### config.mk
export PLATFORM = sky130hd
export DESIGN_NAME = lsu
export DESIGN_NICKNAME = d
export VERILOG_FILES = /design/src/rtl/core_pkg.sv /design/src/rtl/lsu_align.sv /design/src/rtl/lsu.sv
export SDC_FILE = /design/constraint.sdc
export NUM_CORES = 1
export LEC_CHECK = 0
export ABC_AREA = 1
export CORE_ASPECT_RATIO = 1.1
export CORE_MARGIN = 3
export CORE_UTILIZATION = 51
export DETAILED_ROUTE_END_ITERATION = 16
export GPL_TIMING_DRIVEN = 0
export PLACE_DENSITY_LB_ADDON = 0.25
export SLEW_MARGIN = 20
export SYNTH_ARGS = -nofsm -noshare
export SYNTH_HDL_FRONTEND = slang
export SYNTH_SLANG_ARGS = --single-unit
### constraint.sdc
create_clock -name clk -period 11 [get_ports clk]
set_input_delay 2.75 -clock clk [delete_from_list [all_inputs] [get_ports clk]]
set_output_delay 2.75 -clock clk [all_outputs]
set_load 0.02 [all_outputs]
### src/rtl/core_pkg.sv
// Shared core types: funct3 access codes, LSU states, exception causes.
// Also hosts the request-legality check used at LSU acceptance.
package core_pkg;

  localparam logic [2:0] F3_B  = 3'b000;
  localparam logic [2:0] F3_H  = 3'b001;
  localparam logic [2:0] F3_W  = 3'b010;
  localparam logic [2:0] F3_BU = 3'b100;
  localparam logic [2:0] F3_HU = 3'b101;

  typedef enum logic [1:0] {
    IDLE = 2'd0,
    REQ  = 2'd1,
    RESP = 2'd2
  } lsu_state_t;

  localparam logic [1:0] EXC_NONE     = 2'b00;
  localparam logic [1:0] EXC_MISALIGN = 2'b01;
  localparam logic [1:0] EXC_ILLEGAL  = 2'b10;

  typedef struct packed {
    logic        is_store;
    logic [2:0]  funct3;
    logic [31:0] addr;
    logic [31:0] wdata;
    logic [4:0]  rd;
  } lsu_req_t;

  // Illegal funct3 wins over misalignment.
  function automatic logic [1:0] lsu_check(
    input logic       st,
    input logic [2:0] f3,
    input logic [1:0] lo
  );
    logic [1:0] c;
    c = EXC_NONE;
    case (f3)
      F3_B:    c = EXC_NONE;
      F3_H:    c = lo[0] ? EXC_MISALIGN : EXC_NONE;
      F3_W:    c = (lo != 2'b00) ? EXC_MISALIGN : EXC_NONE;
      F3_BU:   c = st ? EXC_ILLEGAL : EXC_NONE;
      F3_HU:   c = st ? EXC_ILLEGAL
                 : (lo[0] ? EXC_MISALIGN : EXC_NONE);
      default: c = EXC_ILLEGAL;
    endcase
    return c;
  endfunction

endpackage

### src/rtl/lsu_align.sv
// Byte-lane logic: store strobes/replication and load extract/extend.
// Purely combinational; fed from the captured request fields.
module lsu_align
  import core_pkg::*;
(
  input  logic [2:0]  funct3,
  input  logic [1:0]  addr_lo,
  input  logic [31:0] store_data,
  input  logic [31:0] rdata,
  output logic [3:0]  wstrb,
  output logic [31:0] wdata,
  output logic [31:0] ldata
);

  logic [7:0]  lbyte;
  logic [15:0] lhalf;
  logic        sx;

  always_comb begin
    lbyte = rdata[{addr_lo, 3'b000} +: 8];
    lhalf = addr_lo[1] ? rdata[31:16] : rdata[15:0];
    sx    = ~funct3[2];
    wstrb = 4'b1111;
    wdata = store_data;
    ldata = rdata;
    case (funct3[1:0])
      2'b00: begin
        wstrb = 4'b0001 << addr_lo;
        wdata = {4{store_data[7:0]}};
        ldata = {{24{lbyte[7] & sx}}, lbyte};
      end
      2'b01: begin
        wstrb = addr_lo[1] ? 4'b1100 : 4'b0011;
        wdata = {2{store_data[15:0]}};
        ldata = {{16{lhalf[15] & sx}}, lhalf};
      end
      default: begin
        wstrb = 4'b1111;
        wdata = store_data;
        ldata = rdata;
      end
    endcase
  end

endmodule

### src/rtl/lsu.sv
// Load/store unit: single outstanding access, IDLE/REQ/RESP FSM.
// Faulting requests never reach memory and report one cycle later.
module lsu
  import core_pkg::*;
(
  input  logic        clk,
  input  logic        rst,
  input  logic        req_valid,
  output logic        req_ready,
  input  logic        is_store,
  input  logic [2:0]  funct3,
  input  logic [31:0] base,
  input  logic [31:0] offset,
  input  logic [31:0] store_data,
  input  logic [4:0]  rd_in,
  output logic        mem_req,
  output logic        mem_we,
  output logic [31:0] mem_addr,
  output logic [3:0]  mem_wstrb,
  output logic [31:0] mem_wdata,
  input  logic        mem_gnt,
  input  logic        mem_rvalid,
  input  logic [31:0] mem_rdata,
  output logic        wb_valid,
  output logic [4:0]  wb_rd,
  output logic [31:0] wb_data,
  output logic        exc_valid,
  output logic [1:0]  exc_cause,
  output logic [31:0] exc_addr
);

  lsu_state_t  state;
  lsu_state_t  state_nxt;
  lsu_req_t    req_q;
  logic        accept;
  logic        in_req;
  logic        st_req;
  logic        rsp;
  logic [31:0] ea;
  logic [1:0]  chk;
  logic [3:0]  al_wstrb;
  logic [31:0] al_wdata;
  logic [31:0] al_ldata;

  assign ea        = base + offset;
  assign chk       = lsu_check(is_store, funct3, ea[1:0]);
  assign req_ready = (state == IDLE);
  assign accept    = req_valid && req_ready;
  assign in_req    = (state == REQ);
  assign st_req    = in_req && req_q.is_store;
  assign rsp       = (state == RESP) && mem_rvalid;

  lsu_align u_align (
    .funct3     (req_q.funct3),
    .addr_lo    (req_q.addr[1:0]),
    .store_data (req_q.wdata),
    .rdata      (mem_rdata),
    .wstrb      (al_wstrb),
    .wdata      (al_wdata),
    .ldata      (al_ldata)
  );

  assign mem_req   = in_req;
  assign mem_we    = st_req;
  assign mem_addr  = in_req ? {req_q.addr[31:2], 2'b00} : '0;
  assign mem_wstrb = st_req ? al_wstrb : 4'b0000;
  assign mem_wdata = st_req ? al_wdata : '0;

  always_ff @(posedge clk or posedge rst) begin
    if (rst) state <= IDLE;
    else     state <= state_nxt;
  end

  always_comb begin
    state_nxt = state;
    unique case (state)
      IDLE:    if (accept && chk == EXC_NONE) state_nxt = REQ;
      REQ:     if (mem_gnt) state_nxt = req_q.is_store ? IDLE : RESP;
      RESP:    if (mem_rvalid) state_nxt = IDLE;
      default: state_nxt = IDLE;
    endcase
  end

  always_ff @(posedge clk or posedge rst) begin
    if (rst) begin
      req_q     <= '0;
      exc_valid <= 1'b0;
      exc_cause <= EXC_NONE;
      exc_addr  <= '0;
      wb_valid  <= 1'b0;
      wb_rd     <= '0;
      wb_data   <= '0;
    end else begin
      exc_valid <= accept && (chk != EXC_NONE);
      wb_valid  <= rsp;
      if (accept) begin
        req_q.is_store <= is_store;
        req_q.funct3   <= funct3;
        req_q.addr     <= ea;
        req_q.wdata    <= store_data;
        req_q.rd       <= rd_in;
      end
      if (accept && chk != EXC_NONE) begin
        exc_cause <= chk;
        exc_addr  <= ea;
      end
      if (rsp) begin
        wb_rd   <= req_q.rd;
        wb_data <= al_ldata;
      end
    end
  end

endmodule

; Word-level counts from Yosys, hierarchy flattened
; Index checks and enable logic that the tools add are counted.
[word_totals]
regBits = 148
romBits = 0
elab_cells = 58
n_memories = 0
out_inout_bits = 144
latchBits = 0
ram_bits = 0
in_bits = 142
[classes]
mux = 18
order_cmp = 0
n_mul = 0
add_sub_neg = 1
n_eq_ne = 10
n_div = 0
shifts = 2
bitwise_logic = 3
n_reduce_logical = 12
[op_table]
columns = cell, count
row1 = $pmux W32 S2, 2
row2 = $mux W32, 2
row3 = $add A32 B32 Y32, 1
row4 = $shiftx A32 B6 Y8, 1
row5 = $mux W16, 1
row6 = $mux W2, 6
row7 = $pmux W2 S5, 1
row8 = $mux W4, 2
row9 = $pmux W4 S2, 1
row10 = $eq A3 B3 Y1 const B, 2
row11 = $logic_not A2 Y1, 3
row12 = $pmux W2 S3, 1
row13 = $logic_and A1 B1 Y1, 5
row14 = $eq A2 B1 Y1 const B, 2
row15 = $ne A2 B2 Y1 const B, 2
row16 = $reduce_bool A2 Y1, 2
row17 = $shl A1 B2 Y4 const A, 1
row18 = $eq A3 B1 Y1 const B, 1
row19 = $eq A3 B2 Y1 const B, 1
row20 = $logic_not A3 Y1, 1
row21 = $reduce_and A3 Y1, 1
row22 = $and A1 B1 Y1, 2
row23 = $eq A2 B2 Y1 const B, 1
row24 = $mux W1, 2
row25 = other kinds (2), 2

; Logic depth before layout (Yosys ltp)
; Gate-level depths: netlist of run 1.
[logic_depth]
depth_word = 8
ltp_mapped = 12
mapped_depth_nobuf = 12

; By module
; From an unflattened synthesis of run 1, not the netlist that was laid out.
[hier_totals]
cells_unflattened = 1466
hier_area_um2 = 9650.5
[by_module_without_submodules]
columns = module, area_per_inst_um2, seq_area_each_um2, n_inst, cells_each
row1 = lsu, 8518.2, 3703.6, 1, 1238
row2 = lsu_align, 1132.3, 0.0, 1, 228

; Least setup slack after synthesis of run 1
; No wires, ideal clock.
[synth_path]
path_kind = flip-flop to output port
startpoint = register state[1]
endpoint = output port mem_wdata[12]
t_required_ns = 8.250
stages_incl_launch_ff = 7
t_arrival_ns = 1.799
path_buffers = 1
path_slack_ns = 6.451
cell_sequence = dfrtp_1 -> nor2_1 -> inv_1 -> nor2_1 -> buf_2 -> o21ai_0 -> a21oi_1
[synth_between]
elab_chain_len = 3
[synth_lines]
columns = item, line_no
row1 = start: declaration, lsu.sv:32  ; lsu_state_t state;
row2 = start signal: assignment, lsu.sv:71  ; else state <= state_nxt;
row3 = $eq A2 B1 Y1, lsu.sv:49  ; assign in_req = (state == REQ);
row4 = via mem_req, lsu.sv:16  ; output logic mem_req,
row5 = $logic_and A1 B1 Y1, lsu.sv:50  ; assign st_req = in_req && req_q.is_store;
row6 = via mem_we, lsu.sv:17  ; output logic mem_we,
row7 = $mux W32, lsu.sv:67  ; assign mem_wdata = st_req ? al_wdata : '0;
row8 = end: declaration, lsu.sv:20  ; output logic [31:0] mem_wdata,
; The timed path passes the listed nets, and every way through them passes these cells.

; Worst setup path in the final report of run 1
[layout_path]
startpoint = register state[0]
endpoint = output port mem_wdata[14]
[layout_between]
elab_chain_len = 3
[layout_lines]
columns = item, line_no
row1 = $eq A2 B1 Y1, lsu.sv:49
row2 = $logic_and A1 B1 Y1, lsu.sv:50
row3 = $mux W32, lsu.sv:67
; Every way passes these cells.

==> results by group, run 1 <==
Clocking
  – CTS tree: built
  – Setup bufs post-CTS: 0
  – Maximum clock insertion buffer count: 2
  – Clk_lat worst skew: between 0.4 and 0.5 ns
  – H-tree levels: 4
  – CTS Hold Bufs: 0
  – Clk root buf: clkbuf_16
  – Worst-path clk slew: approximately 0.07 ns
  – Cts bufs inserted: 17
  – Resized cells post-CTS: 0
  – CTS sink cnt: 148

Pwr
  – Reg power frac: 0.330
  – Clk pwr share: 0.225
  – Switching part of the total: 0.403
  – Sw power: 0.00104 W
  – Comb power frac: 0.445
  – Leakage: 6.78 nW
  – VDD IR-drop max: 0.117 mV
  – Pint: 0.00154 W
  – Pwr Density: approximately 200 nW/µm²

Drt
  – WL/cell: ~16 µm
  – Max Used Layer: met4
  – # DRC: 0
  – Post-Route WL: roughly 32 mm
  – Met1 WL: 12.4 mm
  – Vias/cell: between 5 and 6
  – Remaining antenna violation count: 0
  – First DRT Iteration DRCs: 980
  – Via count: 10100
  – DR pass1 iterations: 6
  – Metal3 WL: 2.47 mm
  – Met2 Wirelength: 15.7 mm

Place
  – PortBufs: 283
  – Placer Congestion: 0.968
  – Post-place setup slack: 5.70 ns
  – Post-DP HPWL: between 20 and 25 mm

Layout
  – Ratio of cells with drive above 1 in the final layout: 0.0413
  – Sequential Area: about 3700 µm²
  – Post-layout nets: 1854
  – Fill cells: 1384
  – Multi-input gate area: 4450 µm²
  – Layout area overhead: 40.8%

Worst hold path
  – Hold_sp: req_q[3]
  – Hold crit path type: reg -> reg
  – Worst Hold End: wb_rd[3]
  – Hold depth: 2

Worst setup path
  – Worst Path Arrival: about 2.8 ns
  – Reg2Reg Setup Slack: 8.94 ns
  – Crit path launch: state[0]
  – Critical path peak fanout: 10
  – Element type at the critical path end: output port
  – Setup Crit Path Kind: reg -> out
  – Required @ worst endpoint: 8.25 ns
  – Worst path bufs/invs: 4
  – Delay-heaviest family, CP: buffers and inverters
  – Slowest cell on crit path: clkdlybuf4s50_1
  – FF-to-FF Start: state[1]
  – Worst Setup Start Kind: flip-flop
  – RR Endpoint: req_q[63]
  – Cells along the critical path: inv_1, nor2_1, inv_1, nor2_1, buf_2, o21ai_0, a21oi_1, clkdlybuf4s50_1
  – Worst Reg2Reg Path Length in Cells: 7
  – Crit-path max cell delay: ~0.64 ns

Synth
  – Sequential area share after synthesis: 0.403
  – Post-Syn Area: 9200 µm²
  – Mux contribution to synthesized area: 0
  – Syn_area_per_cell: 6.69 µm²
  – Synth Area in Compound Gates: 0.119
  – Most numerous cell in the Yosys netlist: nand2_1
  – Seq cells post-synth: 148
  – Cells after synthesis: 1376
  – Commonest cells in the netlist: nand2_1, inv_1, dfrtp_1, o21ai_0, nor2_1
  – Synth unique cells: 35
  – Synth area leader: dfrtp_1
  – Synth top area share: 0.403
  – Xor/xnor share of the synthesized area: 0.0152
  – Post-synthesis simple-gate area fraction: 0.305
  – Ranking of synthesized cells by area: dfrtp_1, nand2_1, inv_1
  – Post-synth EDFFs: 0
  – Yosys warnings: 0
  – FFs w/ async S/R, synth: 1.00
  – Synth Area in Adders: 0.0443
  – Largest family of logic cells by synthesized area: simple AND/OR/NAND/NOR gates
  – Synth Flop Type: dfrtp_1

Die
  – Initial Util: 0.531
  – Die Wd: 134 µm
  – Core area: 17300 µm²
  – IO Count: 286
  – Die area: 19700 µm²
  – Die height: 147 µm
  – Number of core rows: 50

STA
  – Fin crit period: 5.58 ns
  – Final Hold Viols: 0
  – Max Slew Vio Count: 0
  – Period utilization: 0.507
  – Final setup TNS: 0 ns
  – RSZ-0062 raised after global routing: no
  – Fin worst setup slack: 5.42 ns
  – Worst Tran Pin Value: about 0.64 ns
  – Fin Clk Skew: 0.0100 ns
  – Highest clock rate: 0.179 GHz
  – # setup viols final: 0
  – Slew Limit Headroom: 0.573

Run
  – Number of max-cap violations: 0

GRT
  – Initial antenna violation count: 0
  – Largest net degree at the start of global routing: 89
  – First-pass GRT wire length: approximately 51 mm
  – Vias in the first global route: 9782
  – Gr usage total: 0.321
  – Remaining global-route overflow: 0

Outcome
  – Outcome: finished clean
## metal layers
layer / vias to the layer above / track usage
met3: 87 / 0.0586
li1: 4880 / -
met5: - / 0
met2: 485 / 0.565
met1: 4609 / 0.392
met4: 0 / 0.120
## how the worst max path moves through the flow
stage                          endpoint  cells past startpoint
after detailed placement   exc_addr[23]                     12
after global routing      mem_wdata[14]                      8
after global placement        req_q[27]                      2
after floorplan             exc_addr[0]                      1
after CTS                 mem_wdata[14]                      8
final                     mem_wdata[14]                      8
## layout by cell type (no fill, tap or decap), drive strengths merged
master	instances
a211oi	1
a21boi	1
a21o	1
a21oi	56
a22oi	6
and2	1
buf	20
bufinv	1
clkbuf	47
clkdlybuf4s50	283
clkinv	2
clkinvlp	3
conb	2
dfrtp	148
diode	1
fa	1
ha	31
inv	229
nand2	517
nand3	68
nand3b	4
nand4	5
nor2	96
nor3	5
o21ai	113
o21bai	3
o22ai	25
or2	8
xnor2	5
xor2	11
## logic make-up after synthesis
kind of cell | Yosys count
AO/OA/AOI/OAI | 206
XOR/XNOR | 16
adder cells (fa/ha/maj) | 32
buffers and inverters | 269
flip-flops | 148
other | 1
AND/OR/NAND/NOR | 704
## area by class of cell
type | instances | area share
Timing Repair Buffer | 284 | 0.221
Antenna cell | 1 | 0.000193
Tap cell | 234 | 0.0226
Clock inverter | 14 | 0.0111
Clock buffer | 18 | 0.0339
Sequential cell | 148 | 0.286
Buffer | 48 | 0.0169
Inverter | 221 | 0.0646
Multi-Input combinational cell | 960 | 0.344
## metrics by stage
step	instances	total power [W]	util	area (µm²)	hold slack (ns)
after global placement	1894	0.00195	0.712	12300	0.454
after detailed placement	1895	0.00198	0.714	12400	0.457
after CTS	1927	0.00257	0.747	12900	0.477
final	1928	0.00257	0.747	13000	0.475
after global routing	1927	0.00273	0.747	12900	0.493
after floorplan	1377	0.00146	-	9210	0.442
## power by group through the flow
stage / clock (W) / combinational [W] / sequential, W
CTS: 0.000581 / 0.00114 / 0.000846
finish: 0.000578 / 0.00115 / 0.000850
global placement: 0 / 0.00110 / 0.000847
floorplan: 0 / 0.000488 / 0.000967
global route: 0.000613 / 0.00125 / 0.000867
detailed placement: 0 / 0.00113 / 0.000851
## sequential cells by signal (all words and copies together) (netlist names)
name       count
wb_valid       1
exc_valid      1
req_q         73
wb_rd          5
exc_addr      32
wb_data       32
state          2
exc_cause      2
## worst register-to-register path, delay by kind of cell (launching register included)
| family | cells | cell delay (ns) |
|---|---|---|
| buffers and inverters | 3 | 0.90 |
| DFF | 1 | 0.42 |
| and+or+nand+nor | 4 | 0.68 |
(Power assumes the default switching activity.)
==> inputs of run 2 (changes only) <==
- CORE_UTILIZATION: 51 -> 43
- clock period: 11 -> 4.5 ns (I/O delays scaled with it)
==> run 2 against run 1 <==
Effect of this change:
- final cell count up 2.7%
- die area up 18%
- wire length down 2.7%
- critical path depth down 3
- combinational power up 140%
- worst hold slack about the same
- register-to-register slack worse by 6.5 ns
- flip-flop and latch count unchanged
- global-route usage down 5.3 points
- via count down 3.1%
- non-clock buffer count up 3
- critical endpoint is now mem_wdata[22]
==> results by group, run 2 (same netlist as run 1, synthesis figures left out) <==
Clocking
  – CTS sink cnt: 148
  – Setup bufs post-CTS: 0
  – H-tree levels: 4
  – CTS Hold Bufs: 0
  – Cts bufs inserted: 17
  – Clk root buf: clkbuf_16
  – Maximum clock insertion buffer count: 2
  – CTS tree: built
  – Worst-path clk slew: 0.07 ns
  – Clk_lat worst skew: 0.43 ns
  – Resized cells post-CTS: 0

Layout
  – Ratio of cells with drive above 1 in the final layout: 0.0425
  – Non-Filler Instances: 1980
  – Biggest register: req_q
  – Biggest regs: req_q x73, exc_addr x32, wb_data x32
  – Layout area overhead: 41.7%
  – Max FFs per register: 73
  – Most frequent cells in the layout: nand2_1, clkdlybuf4s50_1, inv_1, dfrtp_1, o21ai_0
  – Post-layout nets: 1857
  – Most common cell after layout, fill and taps aside: nand2_1
  – Antenna Cells: 0
  – Post-route cell area: 13000 µm²

Worst setup path
  – Worst Reg2Reg Path Length in Cells: 9
  – Setup Crit Path Kind: reg -> out
  – Cells along the critical path: clkbuf_1, clkbuf_1, nand2_1, a21oi_1, clkdlybuf4s50_1
  – Worst Setup Start Kind: flip-flop
  – Element type at the critical path end: output port
  – FF-to-FF Start: req_q[70]
  – Required @ worst endpoint: 3.38 ns
  – Crit-path max cell delay: 0.64 ns
  – Critical path peak fanout: 10
  – Slowest cell on crit path: clkdlybuf4s50_1
  – RR Endpoint: wb_data[0]
  – Worst Path Arrival: 2.63 ns
  – Reg2Reg Setup Slack: 2.48 ns
  – Most used cell, CP: clkbuf_1

Worst hold path
  – Worst Hold End: exc_addr[4]
  – Hold crit path type: reg -> reg
  – Hold_sp: exc_addr[4]
  – Hold depth: 2

Pwr
  – Pwr Density: 474 nW/µm²
  – Total power: ~0.0062 W
  – Leakage: approximately 6.8 nW
  – VDD IR-drop max: 0.261 mV

Drt
  – Vias/cell: between 4 and 5
  – Post-Route WL: 30.8 mm
  – First DRT Iteration DRCs: 643
  – Remaining antenna violation count: 0
  – # DRC: 0
  – WL/cell: 15.6 µm
  – Via count: 9754
  – DR pass1 iterations: 5

Place
  – Dpl cells: 1949
  – Placed cell areas: 12500 µm²
  – Post-DP HPWL: 24.9 mm
  – PortBufs: 283
  – Placer Congestion: slightly above 0.9

GRT
  – Remaining global-route overflow: 0
  – Met2 usage: 0.469
  – GR peak layer: met2
  – Largest net degree at the start of global routing: 35
  – Initial antenna violation count: 0
  – Global Route met3 Usage: 0.0430
  – First-pass GRT wire length: 49.8 mm
  – Met1 GRT Util: 0.339
  – Gr usage total: 0.267
  – Vias in the first global route: 9512

STA
  – Highest clock rate: 0.266 GHz
  – Slew Limit Headroom: 0.578
  – Max Slew Vio Count: 0
  – # setup viols final: 0
  – RSZ-0062 raised after global routing: no
  – Final Hold Viols: 0
  – Fin crit period: 3.76 ns
  – Worst Tran Pin Value: approximately 0.63 ns
  – Period utilization: 0.835
  – Fin Clk Skew: about 0.0063 ns
  – Final setup TNS: 0 ns

Die
  – Die Wd: 145 µm
  – Die area: 23200 µm²
  – Initial Util: 0.443
  – Core area: 20800 µm²
  – Number of core rows: 55
  – Die height: 159 µm
  – IO Count: 286

Outcome
  – Outcome: finished clean

Run
  – Number of max-cap violations: 0
[run 2: cell types whose count changed in the layout (fill, tap and decap cells not counted)]
cell        change
buf_12          +4
buf_16          -1
clkbuf_8        -1
clkinv_4        -1
clkinvlp_4      +6
diode_2         -1
inv_6           -1
inv_8           -4
[run 2: per-layer routing]
metal | routed length (µm) | part of all wire
met3 | 1880 | 0.061
met2 | 15200 | 0.49
met4 | 806 | 0.026
met5 | 0 | 0
met1 | 12900 | 0.42
[run 2: how the worst max path moves through the flow]
| stage | from | end | slack, ns |
|---|---|---|---|
| 6_report | req_q[70] | mem_wdata[22] | 0.74 |
| 5_1_grt | req_q[70] | mem_wdata[23] | 0.56 |
| 4_1_cts | req_q[70] | mem_wdata[22] | 0.71 |
| 3_5_place_dp | offset[0] | exc_addr[22] | 0.87 |
| 3_3_place_gp | rst | req_q[28] | 0.25 |
| 2_1_floorplan | rst | exc_addr[0] | 1.51 |
[run 2: area by class of cell]
| cell class | count | area (µm²) |
|---|---|---|
| clock inverters | 14 | 130 |
| multi-input cells | 960 | 4450 |
| plain buffers | 48 | 219 |
| repair buffers | 287 | 2910 |
| well taps | 285 | 357 |
| flip-flops and latches | 148 | 3700 |
| inverters | 221 | 833 |
| clock buffers | 17 | 425 |
| fillers | 1965 | 7750 |
[run 2: where the power goes]
group,total [W],internal [W],leakage (nW),switching (W)
combinational,0.00275,0.00118,4.69,0.00158
sequential,0.00208,0.00179,1.83,0.000288
clock,0.00135,0.000761,0.247,0.000587
[run 2: critical path, delay by kind of cell (launching register included)]
kind / cells / cell delay (ns)
compound gates: 1 / 0.18
simple gates: 1 / 0.12
flops: 1 / 0.39
buf+inv: 3 / 1.53
[run 2: stage by stage]
stage / worst slack [ns] / utilization / hold WS, ns
2_1_floorplan: 1.51 / - / 0.442
3_3_place_gp: 0.250 / 0.597 / 0.455
6_report: 0.744 / 0.627 / 0.475
3_5_place_dp: 0.867 / 0.600 / 0.458
5_1_grt: 0.564 / 0.627 / 0.499
4_1_cts: 0.712 / 0.627 / 0.474
==> inputs of run 3 (changes only) <==
- CORE_UTILIZATION: 43 -> 48
- clock period: 4.5 -> 3.49 ns (I/O delays scaled with it)
==> run 3 against run 2 <==
Effect of this change:
- clock skew grew 0.0099 ns
- non-clock buffer count grew 1
- worst hold slack gained 0.0033 ns
- wire length grew 2.8%
- setup slack lost 0.62 ns
- flip-flop and latch count is the same
- global-route usage grew 2.8 points
- sequential share of layout area shrank 0.20 points
- highest routed layer unchanged
- core utilization grew 7.8 points
- clock-buffer cell count is the same
==> results by group, run 3 (same netlist as run 1, synthesis figures left out) <==
STA
  – Period utilization: 0.963
  – RSZ-0062 raised after global routing: no
  – Worst Tran Pin Value: 0.647 ns
  – Fin crit period: 3.36 ns
  – Highest clock rate: a little under 0.3 GHz
  – # setup viols final: 0
  – Final Hold Viols: 0
  – Max Slew Vio Count: 0
  – Slew Limit Headroom: 0.569
  – Fin Clk Skew: around 0.016 ns

Drt
  – Vias/cell: 5.21
  – Post-Route WL: 31.7 mm
  – # DRC: 0
  – Remaining antenna violation count: 0
  – DR pass1 iterations: 6
  – Via count: 10100
  – First DRT Iteration DRCs: between 900 and 1000
  – WL/cell: 16.3 µm

Worst hold path
  – Worst Hold End: exc_addr[2]
  – Hold_sp: exc_addr[2]
  – Hold crit path type: reg -> reg
  – Hold depth: 2

Layout
  – Ratio of cells with drive above 1 in the final layout: 0.0448
  – Post-route cell area: ~13000 µm²
  – Biggest regs: req_q x73, exc_addr x32, wb_data x32
  – Final core occ: 0.705
  – Antenna Cells: 0
  – Most frequent cells in the layout: nand2_1, clkdlybuf4s50_1, inv_1, dfrtp_1, o21ai_0
  – Most common cell after layout, fill and taps aside: nand2_1
  – Max FFs per register: 73
  – Biggest register: req_q
  – Layout area overhead: 42.7%
  – Post-layout nets: 1858

Clocking
  – Maximum clock insertion buffer count: 2
  – CTS sink cnt: ~150
  – Worst-path clk slew: approximately 0.070 ns
  – CTS Hold Bufs: 0
  – CTS tree: built
  – Clk root buf: clkbuf_16
  – Clk_lat worst skew: 0.43 ns
  – Cts bufs inserted: 17
  – H-tree levels: 4

Die
  – IO Count: approximately 290
  – Die area: 20900 µm²
  – Core area: 18600 µm²
  – Number of core rows: 52
  – Initial Util: 0.494
  – Die Wd: approximately 140 µm
  – Die height: 151 µm

GRT
  – Initial antenna violation count: 0
  – Remaining global-route overflow: 0
  – Vias in the first global route: approximately 9700
  – Gr usage total: 0.296
  – First-pass GRT wire length: between 40 and 50 mm
  – Largest net degree at the start of global routing: 35

Pwr
  – Leakage: approximately 7.3 nW
  – VDD IR-drop max: 0.401 mV
  – Pwr Density: between 600 and 700 nW/µm²

Worst setup path
  – Worst Reg2Reg Path Length in Cells: 7
  – RR Endpoint: req_q[63]
  – Most used cell, CP: nor2_1
  – Worst Setup Start Kind: flip-flop
  – Setup Crit Path Kind: reg -> out
  – WP depth: 7
  – Delay-heaviest family, CP: buffers and inverters
  – Required @ worst endpoint: 2.62 ns
  – FF-to-FF Start: state[1]
  – Critical path peak fanout: 10
  – Cells along the critical path: nor2_1, inv_1, nor2_1, inv_2, clkbuf_2, nor2_1, clkdlybuf4s50_1
  – Worst path bufs/invs: 4
  – Slowest cell on crit path: clkdlybuf4s50_1
  – Crit-path max cell delay: 0.61 ns
  – Reg2Reg Setup Slack: 1.39 ns
  – Element type at the critical path end: output port
  – Worst Path Arrival: 2.49 ns

Place
  – PortBufs: approximately 280
  – Placer Congestion: 0.939
  – Post-DP HPWL: around 25 mm
  – Placed cell areas: 12500 µm²

Outcome
  – Outcome: finished clean

Run
  – Number of max-cap violations: 0
run 3: changes by cell type in the layout (fill, tap and decap cells not counted), moves of 3 or more:
cell and change:
clkinvlp_4 -8, clkinv_8 +3, clkdlybuf4s50_1 -26, inv_8 +4, dlymetal6s2s_1 +24
run 3: what timing repair did:
action | in CTS | in global routing
setup buffers | 0 | 0
endpoints found under the setup margin | 3 | 26
resized for setup | 3 | 27
run 3: final cells by class:
| class | instances | area [µm²] |
|---|---|---|
| Fill cell | 1616 | 5480 |
| Multi-Input combinational cell | 960 | 4450 |
| Sequential cell | 148 | 3700 |
| Timing Repair Buffer | 288 | 3000 |
| Inverter | 221 | 833 |
| Clock buffer | 17 | 425 |
| Tap cell | 243 | 304 |
| Buffer | 48 | 224 |
| Clock inverter | 15 | 185 |
run 3: how the worst max path moves through the flow:
stage / from / end / slack, ns
2_1_floorplan: rst / exc_addr[0] / 0.76
3_3_place_gp: rst / req_q[27] / -0.51
3_5_place_dp: offset[0] / exc_addr[20] / 0.12
4_1_cts: state[0] / mem_wdata[26] / 0.03
5_1_grt: state[0] / mem_wdata[5] / 0.004
6_report: state[1] / mem_wdata[5] / 0.13
run 3: worst min-delay path, stage by stage (launching register included):
cell     delay (ns)
dfrtp_1        0.35
nand2_1        0.05
nand2_1        0.05
run 3: per-layer routing:
metal  track usage  share of wire  vias up  wire, µm
met2         0.525           0.50      485     15800
met4         0.102          0.031        0       982
li1              -              -     4883         -
met1         0.370           0.40     4666     12700
met5             0              0        -         0
met3        0.0452          0.070       71      2230
run 3: metrics by stage:
stage	power (W)	worst slack (ns)	std cells	hold WS [ns]	TNS [ns]
6_report	0.00816	0.129	1940	0.478	0
5_1_grt	0.00861	0.00367	1940	0.496	0
4_1_cts	0.00815	0.0295	1940	0.478	0
3_5_place_dp	0.00625	0.121	1908	0.463	0
3_3_place_gp	0.00616	-0.508	1903	0.455	-72.82
2_1_floorplan	0.00459	0.757	1377	0.442	0
run 3: power breakdown:
group          total [W]  internal [W]  switching, W  leakage (nW)
combinational    0.00359       0.00151       0.00208          5.15
clock            0.00189       0.00103      0.000859         0.299
sequential       0.00268       0.00231      0.000371          1.83
total            0.00816       0.00485       0.00331          7.28
